File: config.mk
export PLATFORM = sky130hd
export DESIGN_NAME = otter_pipe_ctrl
export DESIGN_NICKNAME = d
export VERILOG_FILES = /design/src/rtl/otter_pipe_ctrl.sv
export SDC_FILE = /design/constraint.sdc
export NUM_CORES = 1
export LEC_CHECK = 0
export ABC_AREA = 0
export CORE_AREA = 2 2 62 64
export DETAILED_ROUTE_END_ITERATION = 6
export DIE_AREA = 0 0 64 66
export PLACE_DENSITY_LB_ADDON = 0.3
export SYNTH_ARGS = -nofsm -noshare
export SYNTH_HDL_FRONTEND = slang
export SYNTH_SLANG_ARGS = --single-unit
File: constraint.sdc
create_clock -name CLK -period 3 [get_ports CLK]
set_clock_uncertainty 0.15 [all_clocks]
set_input_delay 0.6 -clock CLK [delete_from_list [all_inputs] [get_ports CLK]]
set_output_delay 0.6 -clock CLK [all_outputs]
set_load 0.01 [all_outputs]
File: src/rtl/otter_pipe_ctrl.sv
// otter_pipe_ctrl: pipeline control for the pipelined OTTER RV32I core.
// Owns the per-stage valid bits and destination tags. From them it derives
// RAW forwarding selects for EX, load-use stalls, the whole-pipe freeze on a
// busy memory, and flushes on a taken redirect.
module otter_pipe_ctrl #(
    parameter int NSTAGES    = 4,
    parameter int LOAD_STAGE = 3,
    parameter int RA_W       = 5,
    parameter int SEL_W      = $clog2(NSTAGES)
) (
    input  logic               CLK,
    input  logic               RESET,
    input  logic [RA_W-1:0]    de_rs1,
    input  logic [RA_W-1:0]    de_rs2,
    input  logic               de_rs1_used,
    input  logic               de_rs2_used,
    input  logic [RA_W-1:0]    de_rd,
    input  logic               de_reg_write,
    input  logic               de_is_load,
    input  logic               ex_br_taken,
    input  logic               mem_busy,
    output logic [NSTAGES-1:0] valid,
    output logic               stall_if,
    output logic               stall_de,
    output logic               freeze,
    output logic               flush,
    output logic [SEL_W-1:0]   fwd_a_sel,
    output logic [SEL_W-1:0]   fwd_b_sel,
    output logic               rf_we
);

    // Stage 0 tags come straight from the decoder; stages 1.. are registered.
    logic [NSTAGES-1:0] valid_r;
    logic [RA_W-1:0]    rd_r [1:NSTAGES-1];
    logic [NSTAGES-1:1] reg_write_r;
    logic [NSTAGES-1:1] is_load_r;
    // Source tags are only consulted for the instruction sitting in EX.
    logic [RA_W-1:0]    rs1_r;
    logic [RA_W-1:0]    rs2_r;
    logic               rs1_used_r;
    logic               rs2_used_r;

    logic               load_use_s;
    logic               flush_s;
    logic               stall_de_s;
    logic               stall_if_s;
    logic               issue_s;
    logic [SEL_W-1:0]   fwd_a_s;
    logic [SEL_W-1:0]   fwd_b_s;

    // A producer matches a consumer operand only if it is live, writes the RF,
    // targets the same register, that register is not x0 and the operand is read.
    function automatic logic hazard_match(
        input logic            prod_valid,
        input logic            prod_we,
        input logic [RA_W-1:0] prod_rd,
        input logic [RA_W-1:0] src,
        input logic            src_used
    );
        return prod_valid & prod_we & (prod_rd == src) &
               (src != {RA_W{1'b0}}) & src_used;
    endfunction

    // Load-use detection: stage-0 operand depends on a load whose data is not yet available.
    always_comb begin
        load_use_s = 1'b0;
        for (int k = 1; k <= LOAD_STAGE - 2; k++) begin
            load_use_s = load_use_s | (is_load_r[k] &
                (hazard_match(valid_r[k], reg_write_r[k], rd_r[k], de_rs1, de_rs1_used) |
                 hazard_match(valid_r[k], reg_write_r[k], rd_r[k], de_rs2, de_rs2_used)));
        end
        load_use_s = load_use_s & valid_r[0];
    end

    // Priority between freeze, flush and load-use stall.
    always_comb begin
        flush_s    = valid_r[1] & ex_br_taken & ~mem_busy;
        stall_de_s = load_use_s & ~flush_s & ~mem_busy;
        stall_if_s = stall_de_s | mem_busy;
        issue_s    = valid_r[0] & ~stall_de_s & ~flush_s;
    end

    // EX forwarding: scan oldest to youngest so the youngest eligible producer wins.
    always_comb begin
        fwd_a_s = {SEL_W{1'b0}};
        fwd_b_s = {SEL_W{1'b0}};
        for (int j = NSTAGES - 1; j >= 2; j--) begin
            fwd_a_s = ((!is_load_r[j] || j >= LOAD_STAGE) &&
                       hazard_match(valid_r[j], reg_write_r[j], rd_r[j], rs1_r, rs1_used_r))
                      ? SEL_W'(j) : fwd_a_s;
            fwd_b_s = ((!is_load_r[j] || j >= LOAD_STAGE) &&
                       hazard_match(valid_r[j], reg_write_r[j], rd_r[j], rs2_r, rs2_used_r))
                      ? SEL_W'(j) : fwd_b_s;
        end
    end

    // Valid/tag pipeline: reset, freeze hold, or advance with bubble/flush insertion.
    always_ff @(posedge CLK) begin
        if (RESET) begin
            valid_r     <= {NSTAGES{1'b0}};
            reg_write_r <= {(NSTAGES-1){1'b0}};
            is_load_r   <= {(NSTAGES-1){1'b0}};
            for (int k = 1; k < NSTAGES; k++) begin
                rd_r[k] <= {RA_W{1'b0}};
            end
            rs1_r      <= {RA_W{1'b0}};
            rs2_r      <= {RA_W{1'b0}};
            rs1_used_r <= 1'b0;
            rs2_used_r <= 1'b0;
        end else if (mem_busy) begin
            // Frozen: every valid bit and tag keeps its value.
        end else begin
            // Stage 0 holds on a stall, empties on a flush, otherwise takes a new fetch.
            valid_r[0] <= stall_de_s ? valid_r[0] : ~flush_s;
            // Bubbles and flushed slots enter stage 1 with cleared tags.
            valid_r[1]     <= issue_s;
            rd_r[1]        <= issue_s ? de_rd : {RA_W{1'b0}};
            reg_write_r[1] <= issue_s & de_reg_write;
            is_load_r[1]   <= issue_s & de_is_load;
            rs1_r          <= issue_s ? de_rs1 : {RA_W{1'b0}};
            rs2_r          <= issue_s ? de_rs2 : {RA_W{1'b0}};
            rs1_used_r     <= issue_s & de_rs1_used;
            rs2_used_r     <= issue_s & de_rs2_used;
            for (int k = 2; k < NSTAGES; k++) begin
                valid_r[k]     <= valid_r[k-1];
                rd_r[k]        <= rd_r[k-1];
                reg_write_r[k] <= reg_write_r[k-1];
                is_load_r[k]   <= is_load_r[k-1];
            end
        end
    end

    assign valid     = valid_r;
    assign stall_if  = stall_if_s;
    assign stall_de  = stall_de_s;
    assign freeze    = mem_busy;
    assign flush     = flush_s;
    assign fwd_a_sel = fwd_a_s;
    assign fwd_b_sel = fwd_b_s;
    assign rf_we     = valid_r[NSTAGES-1] & reg_write_r[NSTAGES-1];

endmodule

* Word level (Yosys, flattened, before mapping)
Memories as Yosys holds them, arrays and structs flattened. Cells that the tools add are included.
Word-level totals: output and inout port bits 13, word-level logic and storage cells 79, memories 1, input port bits 23, RAM bits 15, register bits after elaboration 21
Cells by class: muxes and demuxes 15, reduce and logical (&&, ||, !) cells 8, equality and inequality tests 6, bitwise logic cells 41
Memories:
- rd_r | words 3, width 5, rd ports 3, clocked after memory_dff 0, write ports 3, RTL line 34 | logic [RA_W-1:0] rd_r [1:NSTAGES-1];
Operators with widths (count):
- bitwise AND 1 bit | 33
- == test 5 bit | 6
- 2-to-1 mux 5 bit | 6
- nonzero test 5 bit | 4
- 2-to-1 mux 2 bit | 4
- 2-to-1 mux 1 bit | 5
- OR 1 bit | 5
- inverter 1 bit | 3
- logical AND 1 bit | 2
- AND reduction 2 bit | 1
- logical NOT 1 bit | 1

* Depth between registers and ports, before layout
depth after elaboration 14, mapped depth 6, mapped depth without buffers 5

* Worst setup path after synthesis
Ideal clock, no wire load.
path type input to output, from input de_rs2[1], to output stall_de, path slack 0.634 ns, buffers on the path 1, data arrival time 1.616 ns, stages on the path 5, data required time 2.250 ns, cell sequence xor2_1 a2111oi_2 a32o_2 buf_6 nor2b_1
Between the ends: word-level cells in the longest chain between the ends 9, elaborated cells on any way between the ends 10, those cells by class eq/ne (1); bitwise (8); reduce/logical (1)
Ends and longest elaborated chain:
- from (decl) | RTL line 14 | input logic [RA_W-1:0] de_rs2,
- == test 5 bit | RTL line 60 | return prod_valid & prod_we & (prod_rd == src) &
- bitwise AND 1 bit | RTL line 60
- bitwise AND 1 bit (*) | RTL line 60
- bitwise AND 1 bit (*) | RTL line 61 | (src != {RA_W{1'b0}}) & src_used;
- OR 1 bit (*) | RTL line 69 | (hazard_match(valid_r[k], reg_write_r[k], rd_r[k], de_rs1, de_rs1_used) |
- bitwise AND 1 bit (*) | RTL line 68 | load_use_s = load_use_s | (is_load_r[k] &
- bitwise AND 1 bit (*) | RTL line 72 | load_use_s = load_use_s & valid_r[0];
- bitwise AND 1 bit (*) (2 in a row) | RTL line 78 | stall_de_s = load_use_s & ~flush_s & ~mem_busy;
- to (decl) | RTL line 24 | output logic stall_de,
Every way passes the cells marked *; elsewhere a longest branch is shown, timed or not.

* Worst setup path after layout
from input de_rs1[1], to output stall_if
Between the ends: word-level cells in the longest chain between the ends 10, elaborated cells on any way between the ends 11, those cells by class eq/ne (1); bitwise (9); reduce/logical (1)
Ends and longest elaborated chain:
- from (decl) | RTL line 13 | input logic [RA_W-1:0] de_rs1,
- == test 5 bit | RTL line 60
- bitwise AND 1 bit | RTL line 60
- bitwise AND 1 bit (*) | RTL line 60
- bitwise AND 1 bit (*) | RTL line 61
- OR 1 bit (*) | RTL line 69
- bitwise AND 1 bit (*) | RTL line 68
- bitwise AND 1 bit (*) | RTL line 72
- bitwise AND 1 bit (*) (2 in a row) | RTL line 78
- OR 1 bit (*) | RTL line 79 | stall_if_s = stall_de_s | mem_busy;
- to (decl) | RTL line 23 | output logic stall_if,
Marks and branches as above.

==> impl_results.md <==
- Run status: finished, final reports clean
- Max Cap Violations: 0
- Crit path to: stall_if
- Sequential fraction of the synthesis area: 46.3%
- Gr ovfl total: 0
- Ys async rst share: 0%
- Post-synth top flop: dfxtp_1
- DR pass1 iterations: 4
- Final setup fails: 0
- TritonCTS Buffers: 5
- Synth Register Bits: 36
- Core ar.: 0.00355 mm²
- Leakage power figure: 1.06 nW
- Post-Syn Area: 0.00188 mm²
- Max-slew headroom: 59.8%
- Netlist cell types: 31
- DR vias: 1555
- Synth top area share: 23.9%
- Die Wd: 64 µm
- Count leader, synth: dfxtp_1
- Final Cycle Share: 97.7%
- Worst Hold Class: reg2reg
- First DRT Iteration DRCs: 57
- Vias per std cell: 5.22
- Initial antenna violation count: 0
- Slowest CP cell: clkdlybuf4s50_1
- Cells along the critical path: clkdlybuf4s50_1 > nor4_2 > o21ai_0 > a32o_2 > or2_2 > clkbuf_2
- Number of global-route vias before repair: 1461
- First-pass GRT wire length: 6.86 mm
- Non-Filler Instances: 298
- EDFF count, synth: 15
- Layout area overhead: 32.5%
- CP Launch Type: primary input
- RSZ-0062 raised after global routing: no
- Setup CP Type: in2out
- Overall power: 1.00 mW
- Initial Utilization: 53.0%
- Critical path's largest stage delay: 0.48 ns
- Worst slew pin tran: 0.603 ns
- Syn Area/Cell: 9.70 µm²
- Clock root buffer: clkbuf_4
- Antenna-violating nets left: 0
- Post-DP HPWL: 3.12 mm
- Final wirelength: 4.12 mm
- Top-Level Pins: 36
- Post-Synthesis Cells: 194
- Setup tns final: 0 ns
- DRC viols: 0
- Worst EP required: 2.25 ns
- Reg2reg start: rd_r[0][6]$_SDFFCE_PN0P_
- Die area: 0.00422 mm²
- Worst EP arrival: 2.18 ns
- Peak supply drop: 359 µV
- Port bufs: 35
- CTS tree: yes
- CP Max Fanout: 3
- Most area-hungry cell type in the Yosys netlist: edfxtp_1
- RD Place Congestion: 0.896
- Nets: 272
- Later-pin clock latency in the skew report: 0.35 ns
- GR Util All Layers: 21.5%
- Fraction of layout cells with a size suffix above 1: 18.8%
- Slew Limit Fails: 0
- Leading post-synthesis cells by cell area: edfxtp_1 (24%), dfxtp_1 (22%), xnor2_1 (7.4%)
- Top cells by count, synth: dfxtp_1 (21), nand2_1 (18), nand4_1 (16), xnor2_1 (16), edfxtp_1 (15)
- Reg2reg setup slack: 0.91 ns
- Chip height: 66 µm
- Placed insts: 285
- Final hold vios: 0
- Row cnt: 22
- Hold Worst Slack: 0.320 ns
- Largest net degree at the start of global routing: 22
- Fmax: 341 MHz
- Clock sinks: 36
- Worst Reg2Reg Path Length in Cells: 7
- Routed len/inst: 13.8 µm
- Fin crit period: 2.93 ns
- Syn_nets: 217
- Ant diodes: 0
- H-tree Lvls: 2
- PD cells: 402 mW/mm²
- RR Endpoint: rd_r[0][7]$_SDFFCE_PN0P_
- Clock-pin slew on the worst setup and hold paths: 0.10 ns
- CP endpoint kind: primary output
- Worst Setup SP: de_rs1[1]
- Max clock buf depth: 2
- Syn. warnings: 0
==> flip-flops by register name (all words and copies together), names as in the netlist <==
name and flops:
rd_r 15, rs1_r 5, rs2_r 5, valid 4, reg_write_r 3, is_load_r 2
rs1_used_r 1, rs2_used_r 1
==> final cells by class <==
class	instances	area, µm²
Timing Repair Buffer	59	523
Clock buffer	7	66.3
Fill cell	271	1060
Tap cell	48	60.1
Inverter	12	45.0
Clock inverter	1	5.00
Sequential cell	36	872
Multi-Input combinational cell	135	922
==> metrics by stage <==
stage               setup WS (ns)  util [%]  area (µm²)
floorplan                   0.634         -        1880
global placement           -0.334      66.8        2370
detailed placement         -0.368      66.8        2370
CTS                        -0.138      69.3        2460
global route              0.00971      70.2        2490
finish                     0.0696      70.2        2490
==> how the worst min path moves through the flow <==
stage | start | endpoint | slack [ns] | cells past startpoint
finish | rs2_used_r$_SDFFE_PP0N_ | rs2_used_r$_SDFFE_PP0N_ | 0.32 | 2
global route | reg_write_r[1]$_SDFFE_PP0N_ | reg_write_r[1]$_SDFFE_PP0N_ | 0.36 | 2
CTS | rs1_used_r$_SDFFE_PP0N_ | rs1_used_r$_SDFFE_PP0N_ | 0.32 | 2
detailed placement | rs1_used_r$_SDFFE_PP0N_ | rs1_used_r$_SDFFE_PP0N_ | 0.30 | 2
global placement | rs2_used_r$_SDFFE_PP0N_ | rs2_used_r$_SDFFE_PP0N_ | 0.29 | 2
floorplan | rs1_used_r$_SDFFE_PP0N_ | rs1_used_r$_SDFFE_PP0N_ | 0.27 | 2
==> cell families after synthesis <==
logic type / synth area share [%]
multiplexers: 2.66
buffers and inverters: 5.65
AND/OR/NAND/NOR: 22.7
XOR/XNOR: 13.0
AO/OA/AOI/OAI: 9.71
flip-flops: 46.3
==> layer usage <==
layer / vias up / part of all wire (%) / GRT usage [%]
li1: 798 / - / -
met1: 719 / 45 / 27.6
met2: 31 / 50 / 35.0
met3: 7 / 3.6 / 5.28
met4: 0 / 1.7 / 8.15
met5: - / 0 / 0
==> cell usage in the layout (no fill, tap or decap), types with 2 or more instances in the layout <==
cell type and n:
inv_1 12, o21ai_0 8, xnor2_1 15, nand4_1 16, clkdlybuf4s50_1 26, or4_1 4
nor3_1 6, clkbuf_2 2, edfxtp_1 15, o21ai_1 10, and2_1 9, nor2b_1 3
o31ai_1 2, dlygate4sd2_1 4, xor2_1 12, buf_4 24, nand2_1 18, dfxtp_1 20
nor2_1 9, clkbuf_4 5, dlymetal6s2s_1 3, mux2i_1 5, nor3_2 5
==> critical path, delay by kind of cell <==
family	cells	cell delay (ns)
compound gates	2	0.43
buf+inv	2	0.61
simple gates	2	0.54
==> where the power goes <==
part	internal, mW	leakage [nW]	switching, mW
registers	0.532	0.338	0.0225
clock network	0.141	0.0404	0.164
logic	0.0804	0.678	0.0635
==> what timing repair did <==
action / 4_1_cts / 5_1_grt
setup buffers: 2 / 3
resized for setup: 10 / 9
pin swaps: 3 / 3
hold buffers: 0 / 0
endpoints found under the setup margin: 6 / 3
(Power assumes the default switching activity.)
